<file path="src/rtl/processor_writeback_stage.sv">
// rtl/processor_writeback_stage.sv - MEM/WB register, load extension, register-file write port, forwarding history, retire counter
// Optional feature macro: WB_SIGN_EXT_EN (sign-extending byte/halfword/word loads)
module processor_writeback_stage #(
  parameter int DATA_WIDTH     = 64,
  parameter int REG_ADDR_WIDTH = 5,
  parameter int ZERO_REG       = 31,
  parameter int CNT_WIDTH      = 32
) (
  input  logic                      clk,
  input  logic                      reset,
  input  logic                      stall,
  input  logic                      flush,
  input  logic                      in_valid,
  input  logic                      in_RegWrite,
  input  logic [REG_ADDR_WIDTH-1:0] in_Rd,
  input  logic                      in_MemToReg,
  input  logic                      in_MOVcmd,
  input  logic [1:0]                in_MemSize,
  input  logic                      in_MemSigned,
  input  logic [DATA_WIDTH-1:0]     in_ALU,
  input  logic [DATA_WIDTH-1:0]     in_Dout,
  input  logic [DATA_WIDTH-1:0]     in_MOV,
  output logic                      wb_valid,
  output logic                      RegWrite_o,
  output logic [REG_ADDR_WIDTH-1:0] Rd_o,
  output logic [DATA_WIDTH-1:0]     WriteData_o,
  output logic                      fwd1_valid,
  output logic [REG_ADDR_WIDTH-1:0] fwd1_Rd,
  output logic [DATA_WIDTH-1:0]     fwd1_data,
  output logic [CNT_WIDTH-1:0]      retired_count
);

  localparam logic [REG_ADDR_WIDTH-1:0] ZERO_IDX = REG_ADDR_WIDTH'(ZERO_REG);
  localparam logic [DATA_WIDTH-1:0]     ONES     = '1;
  localparam int SH_BYTE = DATA_WIDTH - 8;
  localparam int SH_HALF = DATA_WIDTH - 16;
  localparam int SH_WORD = DATA_WIDTH - 32;

  logic                      valid_r;
  logic                      RegWrite_r;
  logic [REG_ADDR_WIDTH-1:0] Rd_r;
  logic                      MemToReg_r;
  logic                      MOVcmd_r;
  logic [1:0]                MemSize_r;
  logic                      MemSigned_r;
  logic [DATA_WIDTH-1:0]     ALU_r;
  logic [DATA_WIDTH-1:0]     Dout_r;
  logic [DATA_WIDTH-1:0]     MOV_r;

  logic [DATA_WIDTH-1:0]     low_mask;
  logic                      sign_bit;
  logic                      sign_fill;
  logic [DATA_WIDTH-1:0]     load_data;
  logic                      advance;

  // The stage moves forward unless held; a flush always moves it (retiring the resident instruction).
  assign advance = ~stall | flush;

  // Stage register: reset and flush both leave a fully zeroed bubble, stall holds, otherwise capture.
  always_ff @(posedge clk) begin
    if (reset || flush) begin
      valid_r     <= 1'b0;
      RegWrite_r  <= 1'b0;
      Rd_r        <= '0;
      MemToReg_r  <= 1'b0;
      MOVcmd_r    <= 1'b0;
      MemSize_r   <= 2'd0;
      MemSigned_r <= 1'b0;
      ALU_r       <= '0;
      Dout_r      <= '0;
      MOV_r       <= '0;
    end else if (!stall) begin
      valid_r     <= in_valid;
      RegWrite_r  <= in_RegWrite;
      Rd_r        <= in_Rd;
      MemToReg_r  <= in_MemToReg;
      MOVcmd_r    <= in_MOVcmd;
      MemSize_r   <= in_MemSize;
      MemSigned_r <= in_MemSigned;
      ALU_r       <= in_ALU;
      Dout_r      <= in_Dout;
      MOV_r       <= in_MOV;
    end
  end

  // Pick the kept low-bit mask and the sign bit for the load size; at DATA_WIDTH=32 the word mask is all ones.
  always_comb begin
    low_mask = ONES;
    sign_bit = 1'b0;
    case (MemSize_r)
      2'd1: begin
        low_mask = ONES >> SH_BYTE;
        sign_bit = Dout_r[7];
      end
      2'd2: begin
        low_mask = ONES >> SH_HALF;
        sign_bit = Dout_r[15];
      end
      2'd3: begin
        low_mask = ONES >> SH_WORD;
        sign_bit = Dout_r[31];
      end
      default: begin
        low_mask = ONES;
        sign_bit = 1'b0;
      end
    endcase
  end

`ifdef WB_SIGN_EXT_EN
  assign sign_fill = MemSigned_r & sign_bit;
`else
  // Loads are always zero-extended; the captured sign request is deliberately folded away.
  assign sign_fill = 1'b0 & MemSigned_r & sign_bit;
`endif

  // With a full-width load the inverted mask is zero, so the sign request has no effect.
  assign load_data = (Dout_r & low_mask) | (sign_fill ? ~low_mask : '0);

  // Write-data select: MOV result beats memory data, memory data beats the ALU result.
  always_comb begin
    WriteData_o = ALU_r;
    if (MOVcmd_r) begin
      WriteData_o = MOV_r;
    end else if (MemToReg_r) begin
      WriteData_o = load_data;
    end
  end

  assign wb_valid   = valid_r;
  assign Rd_o       = Rd_r;
  assign RegWrite_o = valid_r & RegWrite_r & (Rd_r != ZERO_IDX);

  // Retirement: a leaving real instruction is recorded in history and counted; a leaving bubble kills history.
  always_ff @(posedge clk) begin
    if (reset) begin
      fwd1_valid    <= 1'b0;
      fwd1_Rd       <= '0;
      fwd1_data     <= '0;
      retired_count <= '0;
    end else if (advance) begin
      if (valid_r) begin
        fwd1_valid    <= RegWrite_o;
        fwd1_Rd       <= Rd_o;
        fwd1_data     <= WriteData_o;
        retired_count <= retired_count + CNT_WIDTH'(1);
      end else begin
        fwd1_valid    <= 1'b0;
      end
    end
  end

endmodule

</file>
<file path="config.mk">
export PLATFORM = sky130hd
export DESIGN_NAME = processor_writeback_stage
export DESIGN_NICKNAME = d
export VERILOG_FILES = /design/src/rtl/processor_writeback_stage.sv
export SDC_FILE = /design/constraint.sdc
export NUM_CORES = 1
export LEC_CHECK = 0
export BUFFER_PORTS_ARGS = -buffer_cell sky130_fd_sc_hd__buf_2
export CAP_MARGIN = 20
export CORE_ASPECT_RATIO = 0.8
export CORE_UTILIZATION = 58
export CTS_BUF_LIST = sky130_fd_sc_hd__clkbuf_8
export CTS_CLUSTER_DIAMETER = 50
export CTS_CLUSTER_SIZE = 12
export DETAILED_ROUTE_END_ITERATION = 10
export PLACE_DENSITY = 0.89
export RECOVER_POWER = 100
export SLEW_MARGIN = 20
export SYNTH_ARGS = -nofsm -noshare
export SYNTH_HDL_FRONTEND = slang
export SYNTH_SLANG_ARGS = --single-unit
</file>
<file path="constraint.sdc">
create_clock -name clk -period 4.29 [get_ports clk]
set_clock_uncertainty 0.1 [all_clocks]
set_input_delay 0.429 -clock clk [delete_from_list [all_inputs] [get_ports clk]]
set_output_delay 0.429 -clock clk [all_outputs]
set_load 0.005 [all_outputs]
</file>
==> out/qor.csv, run 1 <==
stage,metric,value,unit
setup_path,critPathArrivalTime,3.92,ns
clocking,tritoncts,done,
timing,setup_ws,0.7737,ns
yosys,yosysSeqAreaShare,47.74,%
final_layout,fin_nets,2151,
yosys,syn_area_per_cell,8.876,sq um
yosys,ys_top_cells_by_area,"dfxtp_1 48%, mux2i_1 17%, nor2_1 6.4%, nand2_1 4.8%, a21oi_1 3.4%",
grt,grt_pass1_vias,13480,
floorplanning,rows,48,
power,ir_worst_vdd,0.0002610,V
power,total_power,5.533,mW
clocking,cts_root_buf,clkbuf_8,
floorplanning,die_x,168.0,um
clocking,cts.reportedPaths.clkPinSlew,0.09,ns
placement,gp_congestion,0.8697,
clocking,clock-sinks,305,
yosys,synthCells,1441,
detailed_routing,drc,2,
grt,grt_usage,38.42,%
placement,io_buffers,379,
timing,timing.hold.ws,0.008419,ns
detailed_routing,vias,13310,
worst_hold_path,hold_path_depth,3,
detailed_routing,dr.first_iter.drc_count,1467,
timing,period_share,81.97,%
placement,place_ws,1.176,ns
setup_path,worstSetupEndpointType,flop,
final_layout,final_cell_mix,"303 x dfxtp_1, 239 x buf_2, 218 x nor2_1",
status,status,finished with violations,
detailed_routing,routed_wl,45.45,mm
clocking,postCtsSetupRepairBufs,0,
placement,postPlaceCellArea,14720,sq um
timing,tightest_slew,3.236,ns
setup_path,worstRegToRegCells,4,
floorplanning,core,21620,sq um
floorplanning,ios,381,
setup_path,worst_ep_required_time,4.69,ns
yosys,synth-seq-cells,305,
yosys,syn_nets,1652,
timing,fin_tns_setup,0,ns
setup_path,path_class,input pin to flop,
final_layout,layout_commonest_cell,dfxtp_1,
clocking,htreeDepth,1,
power,powerDensity,326.0,nW/um^2
floorplanning,dieArea,22650,sq um
final_layout,drive_gt1_share,15.98,%
timing,min_period,3.516,ns
timing,hold_viol,0,
yosys,synth_warnings,0,
timing,final_max_slew_viol_count,158,
yosys,yosys.cell_types.count,41,
final_layout,syn_to_final_growth,32.71,%
final_layout,num-fill-cells,1339,
timing,fmax,0.2844,GHz
placement,detailed_place_hpwl,23.98,mm
setup_path,crit_fanout,100,
grt,grt_max_degree,101,
grt,antenna_found_initial,6,
timing,rsz0062_at_grt,false,
floorplanning,start_util,59.16,%
floorplanning,die-height,134.8,um
worst_hold_path,hold_path_class,input pin to flop,
yosys,yosysTopAreaCellShare,47.74,%
job,maxCapViolCount,2,
final_layout,fin_area,16970,sq um
detailed_routing,ant_nets,0,
yosys,synth_area_leader_cell,dfxtp_1,
detailed_routing,dr.pass1.iters,9,
grt,grt_pass1_wl,69.46,mm
timing,setup_violations,0,
timing,slew_headroom,-115.8,%
clocking,cts_max_path_buffers,3,
detailed_routing,wl_per_cell,20.34,um
power,leakage,7.100,nW
setup_path,start_kind,input pin,
status,failed_checks,"design-rule violations, max-capacitance violations, max-slew violations",
clocking,numCtsBuffers,31,
yosys,syn_area,12790,sq um
grt,gr-total-overflow,0,
detailed_routing,routed_via_density,5.958,
clocking,clk_latency,0.59,ns
## flip-flops by register name, summed over array words and instances (netlist names)
name and count:
ALU_r 64, Dout_r 64, MOV_r 64, fwd1_data 64, retired_count 32, Rd_o 5, fwd1_Rd 5, MemSize_r 2
MOVcmd_r 1, MemToReg_r 1, RegWrite_r 1, fwd1_valid 1, wb_valid 1
## timing repair
item,CTS,global route
hold buffers,185,0
resized for setup,0,0
endpoints found under the hold margin,185,0
## area by class of cell
type,count,area (sq um),share of cell area [%]
multi-input cells,1020,6193,36.49
flip-flops and latches,305,6111,36.00
repair buffers,577,3715,21.89
clock buffers,32,440.4,2.595
well taps,275,344.1,2.027
clock inverters,13,133.9,0.7887
inverters,5,18.77,0.1106
diodes,7,17.52,0.1032
## layer usage
| layer | vias to the layer above | GRT usage [%] | part of all wire, % |
|---|---|---|---|
| li1 | 5871 | - | - |
| met1 | 6210 | 43.12 | 36 |
| met2 | 948 | 66.18 | 48 |
| met3 | 282 | 9.349 | 9.5 |
| met4 | 0 | 24.01 | 6.4 |
| met5 | - | 0 | 0 |
## metrics by stage
| step | util (%) | instances |
|---|---|---|
| after floorplan | - | 1441 |
| after global placement | 68.08 | 1997 |
| after detailed placement | 68.08 | 1997 |
| after CTS | 79.30 | 2227 |
| after global routing | 78.50 | 2233 |
| final | 78.51 | 2234 |
## power breakdown
group	leakage (nW)	internal, mW	switching (mW)
Combinational	4.31	0.346	0.352
Sequential	2.48	2.90	0.0452
Clock	0.318	0.861	1.03
Total	7.10	4.10	1.43
## worst paths after layout
kind,start,to,slack [ns]
setup / recovery,stall,fwd1_data[27]$_SDFFE_PP0P_,0.77
hold / removal,in_Dout[16],Dout_r[16]$_SDFFE_PP0N_,0.008
setup reg to reg,wb_valid$_SDFFE_PP0N_,fwd1_data[47]$_SDFFE_PP0P_,1.28
hold reg to reg,fwd1_data[6]$_SDFFE_PP0P_,fwd1_data[6]$_SDFFE_PP0P_,0.36
## critical path, cell delays in order
cell and delay [ns]:
buf_8 0.69, nand2b_1 0.46, nand2_1 0.88, clkbuf_1 0.95, nand2_1 0.20, a21oi_1 0.25
## cell families (layout without fill, tap and decap cells)
kind of cell             after synthesis  after routing  share of synthesized area (%)
XOR/XNOR                               9              9                         0.6163
multiplexers                         217            217                          17.04
other                                  0              7                              0
adder cells (fa/ha/maj)                3              3                         0.2935
flip-flops                           305            305                          47.74
buffers and inverters                116            627                          3.727
AO/OA/AOI/OAI                        168            168                          7.367
AND/OR/NAND/NOR                      623            623                          23.21
## synthesized netlist by cell type
cell type,count
mux2i_1,211
ha_1,3
clkdlybuf4s15_1,1
and4_1,3
or4b_1,1
buf_2,4
and3_2,1
nand3b_1,24
clkbuf_1,95
or3_1,4
inv_1,5
mux2_2,6
nor2b_4,1
nand2b_1,57
buf_6,1
o31ai_1,12
nand4_1,13
dlygate4sd1_1,1
o21ai_0,12
nand2_1,163
clkbuf_8,1
nor2_1,218
or4_1,13
nand4_2,1
clkbuf_4,1
xor2_1,5
or3_2,1
nor2b_1,62
and2_1,3
and3_1,4
xnor2_1,4
or2_2,1
and2_2,1
nor4_1,8
a21oi_1,87
buf_4,1
dfxtp_1,305
nand3_1,43
buf_1,6
and4_2,1
a31oi_1,57
No activity file was read; power rests on OpenSTA's default activity.
==> run 2: changes to the inputs <==
- CORE_UTILIZATION: 58 -> 54
- PLACE_DENSITY: 0.89 -> 0.84
- clock period: 4.29 -> 3.6 ns (I/O delays scaled with it)
==> run 2 against run 1 <==
  * The flow finishes with violations (max-capacitance violations, max-slew violations)
  * Final cell count is 2.0% higher
  * Clock-buffer cell count is 4 higher
  * Utilization is 3.5 points lower
  * Wire length is 4.2% lower
  * Total power is 15% higher
  * Die area is 7.3% higher
  * Non-clock buffer count is 20 higher
  * Via count is 2.8% lower
  * Sequential share of layout area is 0.40 points lower
  * First-iteration DRC count is 28% lower
  * Largest cell class unchanged
  * Largest power group unchanged
  * Highest routed layer unchanged
==> out/qor.csv, run 2 (same netlist as run 1, synthesis figures left out) <==
stage,metric,value,unit
power,p_switching,1.627,mW
setup_path,worstSetupEndpointType,primary output,
setup_path,path_class,flop to primary output,
final_layout,fin_nets,2170,
timing,setup_violations,0,
final_layout,syn_to_final_growth,34.20,%
clocking,numCtsBuffers,30,
floorplanning,dieArea,24310,sq um
detailed_routing,routed_wl,43.55,mm
placement,place_ws,0.9685,ns
clocking,htreeDepth,1,
timing,tightest_slew,1.765,ns
timing,rsz0062_at_grt,false,
clocking,clock-sinks,305,
power,seq_power_share,54.9,%
setup_path,start_kind,flop,
final_layout,fin_area,17160,sq um
placement,postPlaceCellArea,14790,sq um
power,powerDensity,371.9,nW/um^2
timing,period_share,87.18,%
grt,grt_pass1_vias,13170,
clocking,postCtsSetupRepairBufs,0,
timing,setup_ws,0.4616,ns
detailed_routing,routed_via_density,5.677,
grt,grt_max_degree,111,
power,netSwitchingFraction,25.49,%
power,power.internal,4.757,mW
floorplanning,die_x,174.1,um
floorplanning,core,22870,sq um
final_layout,layout_commonest_cell,dfxtp_1,
floorplanning,rows,49,
clocking,tritoncts,done,
status,status,finished with violations,
final_layout,num-fill-cells,1551,
detailed_routing,drc,0,
timing,final_max_slew_viol_count,158,
detailed_routing,ant_nets,0,
placement,gp_congestion,0.8854,
grt,antenna_found_initial,7,
worst_hold_path,hold_path_class,input pin to flop,
detailed_routing,dr.first_iter.drc_count,1059,
final_layout,final_cell_mix,"303 x dfxtp_1, 245 x buf_2, 218 x nor2_1",
grt,grt_usage,34.29,%
grt,gr-total-overflow,0,
floorplanning,ios,381,
clocking,cts_root_buf,clkbuf_8,
setup_path,worst_ep_required_time,3.14,ns
timing,fmax,0.3186,GHz
final_layout,drive_gt1_share,16.59,%
power,p_clk_share,32.0,%
power,combPwrFrac,13.0,%
clocking,cts_max_path_buffers,3,
placement,detailed_place_hpwl,24.06,mm
clocking,cts-hold-fix-buffers,204,
power,leakage,7.182,nW
timing,timing.hold.ws,0.2312,ns
clocking,post_cts_resize_count,0,
clocking,clk_latency,0.58,ns
detailed_routing,dr.pass1.iters,5,
setup_path,crit_fanout,32,
timing,slew_headroom,-17.70,%
timing,fin_tns_setup,0,ns
floorplanning,start_util,55.93,%
final_layout,utilization,75.06,%
timing,min_period,3.138,ns
detailed_routing,vias,12930,
setup_path,critPathArrivalTime,2.68,ns
grt,grt_pass1_wl,67.84,mm
timing,hold_viol,0,
job,maxCapViolCount,2,
clocking,cts.reportedPaths.clkPinSlew,0.08,ns
detailed_routing,wl_per_cell,19.12,um
power,ir_worst_vdd,0.0003438,V
floorplanning,die-height,139.7,um
placement,io_buffers,379,
status,failed_checks,"max-capacitance violations, max-slew violations",
==> run 2: metrics by stage <==
step                std cells  power (mW)
finish                   2278       6.384
global route             2278       6.595
floorplan                1441       3.942
CTS                      2271       6.371
global placement         2029       4.182
detailed placement       2029       4.202
==> run 2: worst max-delay path, stage by stage (launching register included) <==
cell and delay (ns):
dfxtp_1 0.33, inv_1 0.06, ha_1 0.14, clkbuf_2 0.68, nand3_1 0.25, a31oi_1 0.45
clkbuf_1 0.17
==> run 2: final cells by class <==
cell class	instances	area, sq um	area share [%]
multi-input combinational	1020	6205	36.15
clock inverter	2	12.51	0.07290
antenna	7	17.52	0.1021
clock buffer	36	495.5	2.887
sequential	305	6111	35.60
timing repair buffer	597	3921	22.85
inverter	5	18.77	0.1093
tap	306	382.9	2.231
==> run 2: routing by layer <==
layer / vias to the layer above / GRT usage (%) / share of wire [%]
met5: - / 0 / 0
met4: 0 / 17.17 / 4.9
met3: 194 / 7.404 / 8.1
met2: 754 / 60.38 / 48
met1: 6077 / 39.26 / 39
li1: 5908 / - / -
==> run 2: power groups by stage <==
stage / combinational [mW] / sequential (mW) / clock (mW)
after floorplan: 0.379 / 3.56 / 0
after global placement: 0.606 / 3.58 / 0
after detailed placement: 0.620 / 3.58 / 0
after CTS: 0.806 / 3.50 / 2.06
after global routing: 0.881 / 3.52 / 2.20
final: 0.832 / 3.51 / 2.04
==> run 2: final timing paths <==
| check | start | end | slack (ns) | cells past startpoint |
|---|---|---|---|---|
| setup / recovery | MemSize_r[0]$_SDFFE_PP0N_ | WriteData_o[63] | 0.46 | 6 |
| hold / removal | stall | Dout_r[59]$_SDFFE_PP0N_ | 0.23 | 3 |
| setup reg to reg | wb_valid$_SDFFE_PP0N_ | fwd1_data[35]$_SDFFE_PP0P_ | 1.11 | 4 |
| hold reg to reg | fwd1_data[57]$_SDFFE_PP0P_ | fwd1_data[57]$_SDFFE_PP0P_ | 0.36 | 2 |
